$ cat src/rtl/temporizador_regressivo_pkg.sv
// Shared types and constants for the MM:SS BCD countdown timer.
// Preset word layout is {min_d, min_u, sec_d, sec_u}, one BCD nibble each.
package timer_pkg;

  typedef enum logic [1:0] {IDLE, RUN, PAUSE, DONE} timer_state_t;

  localparam logic [3:0] BCD_MAX   = 4'd9;
  localparam int         DIGIT_W   = 4;
  localparam int         NUM_DIG   = 4;
  localparam int         SEC_U_LSB = 0;
  localparam int         SEC_D_LSB = 4;
  localparam int         MIN_U_LSB = 8;
  localparam int         MIN_D_LSB = 12;

  typedef struct packed {
    logic [3:0] min_d;
    logic [3:0] min_u;
    logic [3:0] sec_d;
    logic [3:0] sec_u;
  } preset_t;

  function automatic logic [3:0] clamp_digit(input logic [3:0] d, input logic [3:0] mx);
    return (d > mx) ? mx : d;
  endfunction

  // Out-of-range nibbles saturate to the digit maximum rather than wrapping.
  function automatic preset_t clamp_preset(input logic [15:0] raw, input logic [3:0] sec_tens_max);
    preset_t p;
    p.min_d = clamp_digit(raw[MIN_D_LSB +: DIGIT_W], BCD_MAX);
    p.min_u = clamp_digit(raw[MIN_U_LSB +: DIGIT_W], BCD_MAX);
    p.sec_d = clamp_digit(raw[SEC_D_LSB +: DIGIT_W], sec_tens_max);
    p.sec_u = clamp_digit(raw[SEC_U_LSB +: DIGIT_W], BCD_MAX);
    return p;
  endfunction

endpackage

$ cat src/rtl/contador_mod10_down.sv
// One BCD down-counter digit with synchronous load and borrow chaining.
// Wraps from 0 to MAX when borrowed from.
module contador_mod10_down #(
  parameter logic [3:0] MAX = 4'd9
) (
  input  logic       clk,
  input  logic       reset,
  input  logic       load,
  input  logic [3:0] load_val,
  input  logic       borrow_in,
  output logic [3:0] valor,
  output logic       borrow_out
);

  always_ff @(posedge clk or posedge reset) begin
    if (reset)          valor <= 4'd0;
    else if (load)      valor <= load_val;
    else if (borrow_in) valor <= (valor == 4'd0) ? MAX : valor - 4'd1;
  end

  assign borrow_out = borrow_in & (valor == 4'd0);

endmodule

$ cat src/rtl/temporizador_regressivo.sv
// MM:SS BCD countdown timer: preset load with clamping, run/pause FSM,
// borrow-chained digit counters and a one-cycle completion pulse.
module temporizador_regressivo
  import timer_pkg::*;
#(
  parameter bit AUTO_RELOAD  = 1'b0,
  parameter int SEC_TENS_MAX = 5
) (
  input  logic        clk,
  input  logic        reset,
  input  logic        tick,
  input  logic        load,
  input  logic [15:0] load_value,
  input  logic        start,
  input  logic        pause,
  output logic [3:0]  min_d,
  output logic [3:0]  min_u,
  output logic [3:0]  sec_d,
  output logic [3:0]  sec_u,
  output logic        running,
  output logic        zero,
  output logic        done
);

  timer_state_t                           state_q, state_d;
  preset_t                                load_clamped;
  logic [15:0]                            preset_q;
  logic [15:0]                            cnt_load_val;
  logic                                   cnt_load;
  logic                                   dec;
  logic                                   done_d;
  logic [NUM_DIG-1:0][DIGIT_W-1:0]        digit;
  logic [NUM_DIG:0]                       borrow;
  logic                                   borrow_unused;

  assign load_clamped  = clamp_preset(load_value, 4'(SEC_TENS_MAX));
  assign zero          = (digit == '0);
  assign running       = (state_q == RUN);
  assign borrow_unused = borrow[NUM_DIG];

  // Command priority load > pause > start > tick; a tick sharing an edge with
  // any command is dropped.
  always_comb begin
    state_d      = state_q;
    cnt_load     = 1'b0;
    cnt_load_val = load_clamped;
    dec          = 1'b0;
    done_d       = 1'b0;
    if (load) begin
      cnt_load = 1'b1;
      state_d  = IDLE;
    end else if (pause) begin
      if (state_q == RUN) state_d = PAUSE;
    end else if (start) begin
      if ((state_q == IDLE || state_q == PAUSE) && !zero) state_d = RUN;
    end else if (tick && state_q == RUN) begin
      if (digit == 16'h0001) begin
        done_d = 1'b1;
        if (AUTO_RELOAD) begin
          // Skip 00:00 and land directly on the preset.
          cnt_load     = 1'b1;
          cnt_load_val = preset_q;
          if (preset_q == 16'h0000) state_d = DONE;
        end else begin
          dec     = 1'b1;
          state_d = DONE;
        end
      end else begin
        dec = 1'b1;
      end
    end
  end

  always_ff @(posedge clk or posedge reset) begin
    if (reset) begin
      state_q  <= IDLE;
      preset_q <= 16'h0000;
      done     <= 1'b0;
    end else begin
      state_q <= state_d;
      done    <= done_d;
      if (load) preset_q <= load_clamped;
    end
  end

  assign borrow[0] = dec;

  genvar i;
  generate
    for (i = 0; i < NUM_DIG; i++) begin : g_dig
      contador_mod10_down #(
        .MAX((i == 1) ? 4'(SEC_TENS_MAX) : BCD_MAX)
      ) u_dig (
        .clk       (clk),
        .reset     (reset),
        .load      (cnt_load),
        .load_val  (cnt_load_val[i*DIGIT_W +: DIGIT_W]),
        .borrow_in (borrow[i]),
        .valor     (digit[i]),
        .borrow_out(borrow[i+1])
      );
    end
  endgenerate

  assign sec_u = digit[0];
  assign sec_d = digit[1];
  assign min_u = digit[2];
  assign min_d = digit[3];

endmodule

$ cat config.mk
export PLATFORM = sky130hd
export DESIGN_NAME = temporizador_regressivo
export DESIGN_NICKNAME = d
export VERILOG_FILES = /design/src/rtl/temporizador_regressivo_pkg.sv /design/src/rtl/contador_mod10_down.sv /design/src/rtl/temporizador_regressivo.sv
export SDC_FILE = /design/constraint.sdc
export NUM_CORES = 1
export LEC_CHECK = 0
export BUFFER_PORTS_ARGS = -buffer_cell sky130_fd_sc_hd__buf_2
export CAP_MARGIN = 20
export CORE_MARGIN = 1.5
export CORE_UTILIZATION = 45
export CTS_CLUSTER_DIAMETER = 50
export DETAILED_ROUTE_END_ITERATION = 6
export PLACE_DENSITY = 0.83
export SLEW_MARGIN = 20
export SYNTH_ARGS = -nofsm -noshare
export SYNTH_HDL_FRONTEND = slang
export SYNTH_SLANG_ARGS = --single-unit
export TNS_END_PERCENT = 20
$ cat constraint.sdc
create_clock -name clk -period 1.7 [get_ports clk]
set_input_delay 0.34 -clock clk [delete_from_list [all_inputs] [get_ports clk]]
set_output_delay 0.34 -clock clk [all_outputs]
set_load 0.02 [all_outputs]
==> results of run 1 <==
-- cells in the mapped netlist (all sizes together) (3+ instances only) --
library cell / number
nand4: 3
nand3: 4
nand2: 9
o21ai: 12
inv: 6
a21oi: 3
xor2: 4
clkbuf: 4
nand3b: 5
o31ai: 3
buf: 3
mux2i: 3
or4: 3
nor2: 11
nor4: 9
dfrtp: 19
a31oi: 3
o31a: 4
-- worst reg2reg max path: stages (launching register included) --
cell	delay [ps]
sky130_fd_sc_hd__dfrtp_1	430
sky130_fd_sc_hd__nor4_4	320
sky130_fd_sc_hd__buf_4	180
sky130_fd_sc_hd__nand4_4	130
sky130_fd_sc_hd__or4b_1	560
sky130_fd_sc_hd__a31oi_1	190
-- sequential cells by signal (all words and copies together) (netlist names) --
name / count
g_dig.u_dig.valor: 16
state_q: 2
done: 1
-- cell type report --
class	count	area, um^2	area share [%]
Multi-Input combinational cell	96	759	41.9
Clock inverter	1	5.00	0.276
Clock buffer	3	22.5	1.24
Tap cell	30	37.5	2.07
Sequential cell	19	479	26.5
Timing Repair Buffer	76	484	26.7
Inverter	6	22.5	1.24
-- metal layers --
| metal | track usage (%) | routed length, um | part of all wire [%] |
|---|---|---|---|
| met1 | 34.0 | 1630 | 43 |
| met5 | 0 | 0 | 0 |
| met2 | 45.0 | 1940 | 51 |
| met3 | 4.30 | 211 | 5.5 |
| met4 | 8.54 | 28 | 0.73 |
-- where the power goes --
part,internal (mW),total (mW),leakage [nW],switching (mW)
Combinational,0.157,0.354,0.588,0.197
Clock,0.0878,0.239,0.0177,0.151
Sequential,0.488,0.538,0.228,0.0501
-- worst min path at each step --
| stage | start | end | slack [ps] | cells after the start |
|---|---|---|---|---|
| floorplan | reset | done$_DFF_PP0_ | 290 | 1 |
| global placement | reset | done$_DFF_PP0_ | 370 | 3 |
| detailed placement | reset | g_dig[3].u_dig.valor[3]$_DFFE_PP0P_ | 380 | 3 |
| CTS | reset | g_dig[3].u_dig.valor[1]$_DFFE_PP0P_ | 30 | 3 |
| global route | reset | g_dig[3].u_dig.valor[1]$_DFFE_PP0P_ | 40 | 3 |
| finish | reset | g_dig[3].u_dig.valor[1]$_DFFE_PP0P_ | 30 | 3 |
-- what timing repair did --
item	in CTS	in global routing
resized for setup	8	11
setup endpoints to repair	10	12
pin swaps	7	6
setup buffers	5	2
-- cell families (layout without fill, tap and decap cells) --
logic type	count (synthesis)	count (layout)
and+or+nand+nor	54	54
AOI/OAI and AO/OA	35	35
buffers and inverters	13	86
DFF	19	19
xor gates and xnor gates	4	4
muxes	3	3
==> impl_table.tex, run 1 <==
\begin{tabular}{lr}
\hline
Metric & Value \\
\hline
\multicolumn{2}{l}{\textbf{Run status}} \\
Result of the run & complete, but fails checks \\
Violated checks & negative setup slack \\
\multicolumn{2}{l}{\textbf{CTS}} \\
Clock tree from TritonCTS & yes \\
Clock network latency to the later pin of the worst-skew pair & between 300 and 400 ps \\
CTS hold repair buffers & 0 \\
Number of buffers created by CTS & 3 \\
Clock transition at the registers of the reported paths & 120 ps \\
H-tree levels & 1 \\
Clock Path Buffers & 2 \\
TritonCTS sink count & 19 \\
Cell chosen for the clock root & sky130\_fd\_sc\_hd\_\_clkbuf\_4 \\
\multicolumn{2}{l}{\textbf{Pwr}} \\
PD cells & between 600 and 700 nW/um\^{}2 \\
Largest voltage drop on the vdd net & between 0.0004 and 0.0005 V \\
Leak & between 0.8 and 0.9 nW \\
Final Total Pwr & 1.13 mW \\
\multicolumn{2}{l}{\textbf{Drt}} \\
Starting DRC count in detailed routing & 32 \\
ANT nets after route & 0 \\
Routed wire length & 3.81 mm \\
Routed length per instance & between 15 and 20 um \\
Via Count & 1,341 \\
Average via count per standard cell & between 5 and 6 \\
Remaining design rule violation count & 0 \\
DR pass1 iterations & 4 \\
\multicolumn{2}{l}{\textbf{Timing}} \\
Clock period minus worst slack & 1940 ps \\
Final number of max-transition violations & 0 \\
Final hold vios & 0 \\
Share of the clock period used by the worst path after layout & 114\% \\
PnR worst setup slack & -238 ps \\
Max Clock Freq & approximately 0.52 GHz \\
Relative slew slack & between 70\% and 80\% \\
Transition time of the tightest slew-check pin & between 300 and 400 ps \\
Final-layout worst hold slack & between 30 and 40 ps \\
Final TNS setup & -787 ps \\
RSZ-0062 raised after global routing & yes \\
Final setup violation count & 9 \\
Clock skew & $\sim$8.6 ps \\
\multicolumn{2}{l}{\textbf{GRT}} \\
Initial antenna violation count & 0 \\
First-pass GRT wire length & roughly 5.7 mm \\
Number of global-route vias before repair & between 1,000 and 1,500 \\
Combined global-route utilization of all metal layers & between 20\% and 30\% \\
Total grt overflow & 0 \\
Maximum number of pins on one net before global-route repair & 20 \\
\multicolumn{2}{l}{\textbf{Synthesis}} \\
Instance count of the mapped netlist & 128 \\
Async SR Flop Fraction & 100\% \\
Count of unique library cells instantiated by Yosys & between 40 and 50 \\
Top flip-flop cell by instance count after synthesis & sky130\_fd\_sc\_hd\_\_dfrtp\_1 \\
Area share of the largest cell type after synthesis & between 30\% and 40\% \\
Adder-cell share of the synthesized area & 0\% \\
FF+latch count, synth & 19 \\
Warnings, synthesis & 0 \\
Area share of xor/xnor cells in the synthesized design & between 2 and 3\% \\
Fraction of the mapped netlist area in simple logic gates & between 20\% and 30\% \\
Compound-gate portion of the synthesized area & between 10\% and 20\% \\
Post-Syn Area & roughly 1200 um\^{}2 \\
Proportion of synthesized chip area in sequential cells & between 30\% and 40\% \\
Top cells by area in the synthesized netlist & sky130\_fd\_sc\_hd\_\_dfrtp\_1 39\%, sky130\_fd\_sc\_hd\_\_o21ai\_0 4.9\%, sky130\_fd\_sc\_hd\_\_nor4\_4 3.5\% \\
Number of enable flip-flop cells after synthesis & 0 \\
Post-synthesis mux area share & 2.46\% \\
Net Count, Synth & 150 \\
Cell type with the highest aggregate area in the netlist & sky130\_fd\_sc\_hd\_\_dfrtp\_1 \\
Main combinational cell family by area after synthesis & simple AND/OR/NAND/NOR gates \\
Average footprint of a synthesized cell & about 9.6 um\^{}2 \\
\multicolumn{2}{l}{\textbf{Layout}} \\
Final cell count without fillers & approximately 230 \\
Number of nets in the final layout & between 200 and 250 \\
Finished Cell Area & 1810 um\^{}2 \\
Fraction of layout cells with a size suffix above 1 & around half \\
Ant diodes & 0 \\
Layout fillers & 185 \\
Area growth syn-to-layout & 48.1\% \\
Most frequent standard cell in the layout excluding fill and tap cells & sky130\_fd\_sc\_hd\_\_buf\_2 \\
Fraction of the core area covered by cells at the end of the flow & just over 70\% \\
Leading cell types in the layout, fill and taps excluded & 39 x sky130\_fd\_sc\_hd\_\_buf\_2, 34 x sky130\_fd\_sc\_hd\_\_buf\_4, 16 x sky130\_fd\_sc\_hd\_\_dfrtp\_1 \\
\multicolumn{2}{l}{\textbf{Setup path}} \\
CP Buf/Inv Count & 3 \\
Instance count on the critical path & 5 \\
Maximum net fanout on the critical path & 2 \\
Slowest library cell on the worst path & sky130\_fd\_sc\_hd\_\_dfrtp\_1 \\
Required time of the critical path & 1360 ps \\
Worst Setup Path Type & flip-flop to output pin \\
Dominant delay contributor by cell family on the critical path & simple AND/OR/NAND/NOR gates \\
Launch instance of the worst register-to-register path & g\_dig[0].u\_dig.valor[2]\$\_DFFE\_PP0P\_ \\
Reg2reg setup slack & -170 ps \\
Number of cells traversed by the worst register-to-register path & 5 \\
Cell-by-cell listing of the critical path & nor4\_4 > buf\_4 > nand4\_1 > inv\_1 > buf\_6 \\
Endpoint of the lowest-slack register-to-register path & g\_dig[2].u\_dig.valor[2]\$\_DFFE\_PP0P\_ \\
Origin of the worst setup path & g\_dig[0].u\_dig.valor[2]\$\_DFFE\_PP0P\_ \\
Data arrival time of the worst path & between 1500 and 2000 ps \\
Delay of the slowest cell on the worst path & 430 ps \\
Critical Path Sink & zero \\
Nature of the critical path endpoint & output pin \\
Kind of start point of the critical path & flip-flop \\
\multicolumn{2}{l}{\textbf{Hold path}} \\
Type of the tightest min-delay check & primary input to asynchronous set/reset pin \\
\multicolumn{2}{l}{\textbf{Placed design}} \\
Count of port buffers added during placement & 40 \\
Placer Congestion & 0.832 \\
\# placed instances & 220 \\
Dpl ws & -150 ps \\
Detail Placement HPWL & 2.55 mm \\
Post-detailed-placement cell area & about 1600 um\^{}2 \\
\multicolumn{2}{l}{\textbf{Floorplanning}} \\
Total core area & about 2500 um\^{}2 \\
Full die area & 3040 um\^{}2 \\
Initial cell density of the core & between 40\% and 50\% \\
Chip height & between 50 and 60 um \\
Horiz. Die Dim & between 50 and 60 um \\
Site Rows & 18 \\
Num ports & 41 \\
\multicolumn{2}{l}{\textbf{Flow run}} \\
Count of max-cap constraint violations & 0 \\
\hline
\end{tabular}
No activity file was read; power rests on OpenSTA's default activity.
==> run 2: changes to the inputs <==
--- a/config.mk
+++ b/config.mk
@@ -8,9 +8,10 @@
 export BUFFER_PORTS_ARGS = -buffer_cell sky130_fd_sc_hd__buf_2
 export CAP_MARGIN = 20
 export CORE_MARGIN = 1.5
-export CORE_UTILIZATION = 45
+export CORE_UTILIZATION = 53
 export CTS_CLUSTER_DIAMETER = 50
 export DETAILED_ROUTE_END_ITERATION = 6
+export GPL_TIMING_DRIVEN = 0
 export PLACE_DENSITY = 0.83
 export SLEW_MARGIN = 20
 export SYNTH_ARGS = -nofsm -noshare
==> constraint.sdc (replaced) <==
create_clock -name clk -period 2.4 [get_ports clk]
set_input_delay 0.48 -clock clk [delete_from_list [all_inputs] [get_ports clk]]
set_output_delay 0.48 -clock clk [all_outputs]
set_load 0.02 [all_outputs]
==> run 2 against run 1 <==
Net effect:
- the run now ends clean
- via count down 16%
- clock skew down 4.3 ps
- worst hold slack better by 260 ps
- sequential share of layout area up 5.7 points
- register-to-register slack better by 600 ps
- critical endpoint unchanged
- largest power group unchanged
==> impl_table.tex, run 2 (synthesized netlist as in run 1, its figures left out) <==
\begin{tabular}{lr}
\hline
Metric & Value \\
\hline
\multicolumn{2}{l}{\textbf{Timing}} \\
RSZ-0062 raised after global routing & no \\
PnR worst setup slack & approximately 260 ps \\
Clock skew & 4.34 ps \\
Max Clock Freq & $\sim$0.47 GHz \\
Transition time of the tightest slew-check pin & 732 ps \\
Relative slew slack & roughly 50\% \\
Final number of max-transition violations & 0 \\
Final hold vios & 0 \\
Share of the clock period used by the worst path after layout & approximately nine tenths \\
Final setup violation count & 0 \\
Final TNS setup & 0 ps \\
Clock period minus worst slack & 2140 ps \\
\multicolumn{2}{l}{\textbf{Setup path}} \\
Data arrival time of the worst path & between 1500 and 2000 ps \\
Launch instance of the worst register-to-register path & g\_dig[0].u\_dig.valor[0]\$\_DFFE\_PP0P\_ \\
Nature of the critical path endpoint & output pin \\
Slowest library cell on the worst path & sky130\_fd\_sc\_hd\_\_dfrtp\_1 \\
Origin of the worst setup path & g\_dig[0].u\_dig.valor[2]\$\_DFFE\_PP0P\_ \\
Kind of start point of the critical path & flip-flop \\
Delay of the slowest cell on the worst path & between 400 and 500 ps \\
Cell-by-cell listing of the critical path & nor4\_4 > nand4\_1 > inv\_1 > buf\_2 \\
Worst Setup Path Type & flip-flop to output pin \\
Maximum net fanout on the critical path & 6 \\
Required time of the critical path & between 1500 and 2000 ps \\
\multicolumn{2}{l}{\textbf{Pwr}} \\
Clock share of power & $\sim$23\% \\
Sw Share & between 30\% and 40\% \\
PD cells & slightly below 500 nW/um\^{}2 \\
Fraction of power consumed by combinational cells & between 20\% and 30\% \\
Fraction of power consumed by sequential logic & 52.8\% \\
Final Total Pwr & 728 uW \\
Largest voltage drop on the vdd net & 0.000355 V \\
Total internal power & 486 uW \\
Leak & 0.659 nW \\
Switching Power & 242 uW \\
\multicolumn{2}{l}{\textbf{CTS}} \\
TritonCTS sink count & 19 \\
Cell chosen for the clock root & sky130\_fd\_sc\_hd\_\_clkbuf\_4 \\
CTS hold repair buffers & 0 \\
H-tree levels & 1 \\
Post-CTS setup buffer count & 0 \\
Clock network latency to the later pin of the worst-skew pair & $\sim$290 ps \\
Clock tree from TritonCTS & yes \\
Clock Path Buffers & 2 \\
Total of cells resized after clock tree synthesis & 0 \\
Clock transition at the registers of the reported paths & roughly 110 ps \\
Number of buffers created by CTS & 3 \\
\multicolumn{2}{l}{\textbf{Drt}} \\
Average via count per standard cell & roughly 5.7 \\
Starting DRC count in detailed routing & 27 \\
ANT nets after route & 0 \\
Remaining design rule violation count & 0 \\
Routed wire length & about 2.8 mm \\
Routed length per instance & between 10 and 15 um \\
DR pass1 iterations & 4 \\
Via Count & about 1,100 \\
\multicolumn{2}{l}{\textbf{Floorplanning}} \\
Site Rows & 17 \\
Total core area & roughly 2200 um\^{}2 \\
Initial cell density of the core & 55.8\% \\
Full die area & approximately 2600 um\^{}2 \\
Num ports & roughly 40 \\
Horiz. Die Dim & $\sim$51 um \\
Chip height & 51.0 um \\
\multicolumn{2}{l}{\textbf{Flow run}} \\
Count of max-cap constraint violations & 0 \\
\multicolumn{2}{l}{\textbf{Layout}} \\
Fraction of layout cells with a size suffix above 1 & 33.3\% \\
Area growth syn-to-layout & 21.0\% \\
Leading cell types in the layout, fill and taps excluded & 40 x sky130\_fd\_sc\_hd\_\_buf\_2, 19 x sky130\_fd\_sc\_hd\_\_dfrtp\_1, 12 x sky130\_fd\_sc\_hd\_\_o21ai\_0 \\
Most frequent standard cell in the layout excluding fill and tap cells & sky130\_fd\_sc\_hd\_\_buf\_2 \\
Biggest regs & g\_dig.u\_dig.valor (16), state\_q (2), done (1) \\
Ant diodes & 0 \\
Register with the most flip-flops & g\_dig.u\_dig.valor \\
Fraction of the core area covered by cells at the end of the flow & approximately 68\% \\
Largest register FFs & 16 \\
Number of nets in the final layout & between 150 and 200 \\
\multicolumn{2}{l}{\textbf{Placed design}} \\
Detail Placement HPWL & roughly 2.1 mm \\
Placer Congestion & approximately 0.8 \\
Count of port buffers added during placement & 39 \\
Dpl ws & between 400 and 500 ps \\
\multicolumn{2}{l}{\textbf{GRT}} \\
First-pass GRT wire length & 4.97 mm \\
Total grt overflow & 0 \\
Combined global-route utilization of all metal layers & $\sim$25\% \\
Maximum number of pins on one net before global-route repair & 20 \\
Initial antenna violation count & 0 \\
Number of global-route vias before repair & 1,108 \\
\multicolumn{2}{l}{\textbf{Hold path}} \\
Type of the tightest min-delay check & primary input to asynchronous set/reset pin \\
\multicolumn{2}{l}{\textbf{Run status}} \\
Result of the run & completed \\
\hline
\end{tabular}
run 2: cell count changes in the layout (fill, tap and decap cells not counted), sizes merged:
cell	delta
buf	-34
clkinv	-1
clkbuf	+5
run 2: through the flow:
step	area, um^2	hold slack [ps]	instances
after floorplan	1220	431	128
after global placement	1450	572	195
after detailed placement	1450	577	195
after CTS	1480	319	199
after global routing	1480	348	199
final	1480	292	199
run 2: path summary, 6_finish.rpt:
path / cells past startpoint / endpoint / slack [ps]
max: 4 / zero / 260
min: 2 / g_dig[0].u_dig.valor[1]$_DFFE_PP0P_ / 290
max reg2reg: 5 / g_dig[3].u_dig.valor[1]$_DFFE_PP0P_ / 430
min reg2reg: 2 / state_q[0]$_DFFE_PP0P_ / 600
max in group asynchronous: 2 / g_dig[1].u_dig.valor[3]$_DFFE_PP0P_ / 1650
min in group clk: 2 / done$_DFF_PP0_ / 380
run 2: per-layer routing:
layer / global-route usage (%) / vias to the layer above / share of wire [%]
met2: 38.5 / 31 / 48
met3: 3.51 / 2 / 4.6
met4: 7.66 / 0 / 0.43
li1: - / 571 / -
met5: 0 / - / 0
met1: 35.7 / 526 / 47
run 2: worst max-delay path, delay by kind of cell (launching register included):
kind | cells | cell delay, ps
buffers and inverters | 2 | 240
flip-flops | 1 | 470
AND/OR/NAND/NOR | 2 | 660
run 2: power by group through the flow:
stage	Sequential, mW	Clock [mW]	Combinational, mW
finish	0.385	0.164	0.179
CTS	0.384	0.169	0.181
floorplan	0.413	0	0.0894
detailed placement	0.390	0	0.180
global route	0.390	0.179	0.199
global placement	0.388	0	0.177
run 2: cell type report:
cell class	count	area, um^2
Buffer	7	56.3
Multi-Input combinational cell	96	668
Clock buffer	4	26.3
Sequential cell	19	475
Fill cell	190	712
Inverter	6	22.5
Timing Repair Buffer	39	195
Tap cell	28	35.0
==> run 3: changes to the inputs <==
--- a/config.mk
+++ b/config.mk
@@ -8,12 +8,11 @@
 export BUFFER_PORTS_ARGS = -buffer_cell sky130_fd_sc_hd__buf_2
 export CAP_MARGIN = 20
 export CORE_MARGIN = 1.5
-export CORE_UTILIZATION = 53
+export CORE_UTILIZATION = 49
 export CTS_CLUSTER_DIAMETER = 50
 export DETAILED_ROUTE_END_ITERATION = 6
 export GPL_TIMING_DRIVEN = 0
-export PLACE_DENSITY = 0.83
-export SLEW_MARGIN = 20
+export PLACE_DENSITY = 0.89
 export SYNTH_ARGS = -nofsm -noshare
 export SYNTH_HDL_FRONTEND = slang
 export SYNTH_SLANG_ARGS = --single-unit
==> constraint.sdc (replaced) <==
create_clock -name clk -period 2.3 [get_ports clk]
set_input_delay 0.46 -clock clk [delete_from_list [all_inputs] [get_ports clk]]
set_output_delay 0.46 -clock clk [all_outputs]
set_load 0.02 [all_outputs]
==> run 3 against run 2 <==
Net effect:
- routed wire length grew 5.0%
- clock-buffer cell count shrank 1
- combinational power grew 8%
- non-clock buffer count grew 3
- clock power grew 10%
- clock skew shrank 2.5 ps
- sequential share of layout area shrank 0.51 points
- power grew 6.6%
- first-iteration DRC count grew 41%
- sequential cell count is the same
==> impl_table.tex, run 3 (synthesized netlist as in run 1, its figures left out) <==
\begin{tabular}{lr}
\hline
Metric & Value \\
\hline
\multicolumn{2}{l}{\textbf{GRT}} \\
First-pass GRT wire length & about 4.8 mm \\
Total grt overflow & 0 \\
Maximum number of pins on one net before global-route repair & 20 \\
Initial antenna violation count & 0 \\
Combined global-route utilization of all metal layers & 23.5\% \\
Number of global-route vias before repair & about 1,100 \\
\multicolumn{2}{l}{\textbf{Drt}} \\
Routed length on met1 & roughly 1.3 mm \\
Average via count per standard cell & approximately 6 \\
ANT nets after route & 0 \\
Via Count & 1,197 \\
DR WL met2 & $\sim$1.4 mm \\
Remaining design rule violation count & 0 \\
DR pass1 iterations & 4 \\
Routed length per instance & between 10 and 15 um \\
Met3 WL post-DR & approximately 220 um \\
Starting DRC count in detailed routing & 38 \\
Routed wire length & 2.96 mm \\
DR top layer & met4 \\
\multicolumn{2}{l}{\textbf{Layout}} \\
Area growth syn-to-layout & 22.9\% \\
Most frequent standard cell in the layout excluding fill and tap cells & sky130\_fd\_sc\_hd\_\_buf\_2 \\
Fraction of the core area covered by cells at the end of the flow & between 60\% and 70\% \\
Fraction of layout cells with a size suffix above 1 & between 30\% and 40\% \\
Largest register FFs & 16 \\
Biggest regs & g\_dig.u\_dig.valor (16), state\_q (2), done (1) \\
Register with the most flip-flops & g\_dig.u\_dig.valor \\
FF/Latch Area & 475 um\^{}2 \\
Area taken by multi-input logic gates & about 670 um\^{}2 \\
Finished Cell Area & about 1500 um\^{}2 \\
Leading cell types in the layout, fill and taps excluded & 40 x sky130\_fd\_sc\_hd\_\_buf\_2, 19 x sky130\_fd\_sc\_hd\_\_dfrtp\_1, 12 x sky130\_fd\_sc\_hd\_\_o21ai\_0 \\
Layout fillers & 195 \\
Ant diodes & 0 \\
Number of nets in the final layout & about 200 \\
\multicolumn{2}{l}{\textbf{Setup path}} \\
Critical Path Sink & zero \\
Required time of the critical path & 1840 ps \\
Endpoint of the lowest-slack register-to-register path & g\_dig[3].u\_dig.valor[1]\$\_DFFE\_PP0P\_ \\
Worst Setup Path Type & flip-flop to output pin \\
Nature of the critical path endpoint & output pin \\
Maximum net fanout on the critical path & 5 \\
Launch instance of the worst register-to-register path & g\_dig[0].u\_dig.valor[3]\$\_DFFE\_PP0P\_ \\
Origin of the worst setup path & g\_dig[2].u\_dig.valor[3]\$\_DFFE\_PP0P\_ \\
Reg2reg setup slack & 260 ps \\
Data arrival time of the worst path & between 1500 and 2000 ps \\
Kind of start point of the critical path & flip-flop \\
Number of cells traversed by the worst register-to-register path & 6 \\
\multicolumn{2}{l}{\textbf{Timing}} \\
Share of the clock period used by the worst path after layout & 94.7\% \\
Final hold vios & 0 \\
PnR worst setup slack & 121 ps \\
Max Clock Freq & roughly 0.46 GHz \\
Final setup violation count & 0 \\
Final TNS setup & 0 ps \\
Relative slew slack & between 50\% and 60\% \\
RSZ-0062 raised after global routing & no \\
Final number of max-transition violations & 0 \\
Final-layout worst hold slack & roughly 250 ps \\
Clock skew & roughly 1.8 ps \\
Transition time of the tightest slew-check pin & between 700 and 800 ps \\
Clock period minus worst slack & between 2000 and 2500 ps \\
\multicolumn{2}{l}{\textbf{Placed design}} \\
Dpl ws & around 280 ps \\
Placer Congestion & 0.791 \\
Count of port buffers added during placement & 39 \\
Detail Placement HPWL & 2.19 mm \\
Post-detailed-placement cell area & between 1000 and 1500 um\^{}2 \\
\multicolumn{2}{l}{\textbf{Pwr}} \\
Largest voltage drop on the vdd net & between 0.0003 and 0.0004 V \\
PD cells & $\sim$520 nW/um\^{}2 \\
Leak & roughly 0.68 nW \\
\multicolumn{2}{l}{\textbf{CTS}} \\
Number of buffers created by CTS & 3 \\
CTS hold repair buffers & 0 \\
Cell chosen for the clock root & sky130\_fd\_sc\_hd\_\_clkbuf\_4 \\
H-tree levels & 1 \\
TritonCTS sink count & 19 \\
Clock transition at the registers of the reported paths & $\sim$120 ps \\
Clock Path Buffers & 2 \\
Clock tree from TritonCTS & yes \\
Clock network latency to the later pin of the worst-skew pair & 310 ps \\
\multicolumn{2}{l}{\textbf{Flow run}} \\
Count of max-cap constraint violations & 0 \\
\multicolumn{2}{l}{\textbf{Floorplanning}} \\
Site Rows & 17 \\
Full die area & $\sim$2800 um\^{}2 \\
Total core area & roughly 2300 um\^{}2 \\
Chip height & between 50 and 60 um \\
Num ports & 41 \\
Horiz. Die Dim & approximately 53 um \\
Initial cell density of the core & between 50 and 60\% \\
\multicolumn{2}{l}{\textbf{Hold path}} \\
Type of the tightest min-delay check & primary input to asynchronous set/reset pin \\
\multicolumn{2}{l}{\textbf{Run status}} \\
Result of the run & completed \\
\hline
\end{tabular}
## run 3: changes by cell type in the layout (fill, tap and decap cells not counted)
cell                       change
sky130_fd_sc_hd__clkbuf_1      -1
sky130_fd_sc_hd__buf_4         +3
sky130_fd_sc_hd__clkinv_2      +1
## run 3: cell type report
| cell class | count | share of cell area, % |
|---|---|---|
| Multi-Input combinational cell | 96 | 44.5 |
| Clock buffer | 3 | 1.50 |
| Clock inverter | 1 | 0.333 |
| Tap cell | 28 | 2.33 |
| Inverter | 6 | 1.50 |
| Buffer | 7 | 3.75 |
| Timing Repair Buffer | 42 | 14.5 |
| Sequential cell | 19 | 31.6 |
## run 3: metal layers
layer / vias up / GRT usage (%)
met2: 51 / 40.4
met5: - / 0
met1: 565 / 30.0
met4: 0 / 8.97
met3: 4 / 2.54
li1: 577 / -
## run 3: worst min-delay path by stage
stage | startpoint | endpoint | slack, ps | cells after the start
2_1_floorplan | reset | done$_DFF_PP0_ | 410 | 1
3_3_place_gp | state_q[0]$_DFFE_PP0P_ | state_q[0]$_DFFE_PP0P_ | 560 | 2
3_5_place_dp | state_q[0]$_DFFE_PP0P_ | state_q[0]$_DFFE_PP0P_ | 580 | 2
4_1_cts | reset | state_q[0]$_DFFE_PP0P_ | 280 | 2
5_1_grt | reset | state_q[0]$_DFFE_PP0P_ | 320 | 2
6_report | reset | g_dig[2].u_dig.valor[2]$_DFFE_PP0P_ | 250 | 2
## run 3: through the flow
step                      cells  power, mW
final                       202      0.776
after global routing        202      0.818
after floorplan             128      0.524
after global placement      195      0.588
after CTS                   199      0.772
after detailed placement    195      0.597
## run 3: timing repair
item,CTS,global route
gates resized for setup,0,0
setup buffers,0,3
setup endpoints to repair,0,1
hold endpoints to repair,0,0
## run 3: report_power, final
part / internal, mW / switching, mW
clock network: 0.0652 / 0.116
registers: 0.360 / 0.0426
logic: 0.0828 / 0.110
total: 0.508 / 0.268
## run 3: critical path, stage by stage (launching register included)
cell	delay (ps)
sky130_fd_sc_hd__dfrtp_1	450
sky130_fd_sc_hd__nor4_2	460
sky130_fd_sc_hd__nand4_1	240
sky130_fd_sc_hd__inv_1	100
sky130_fd_sc_hd__buf_2	160
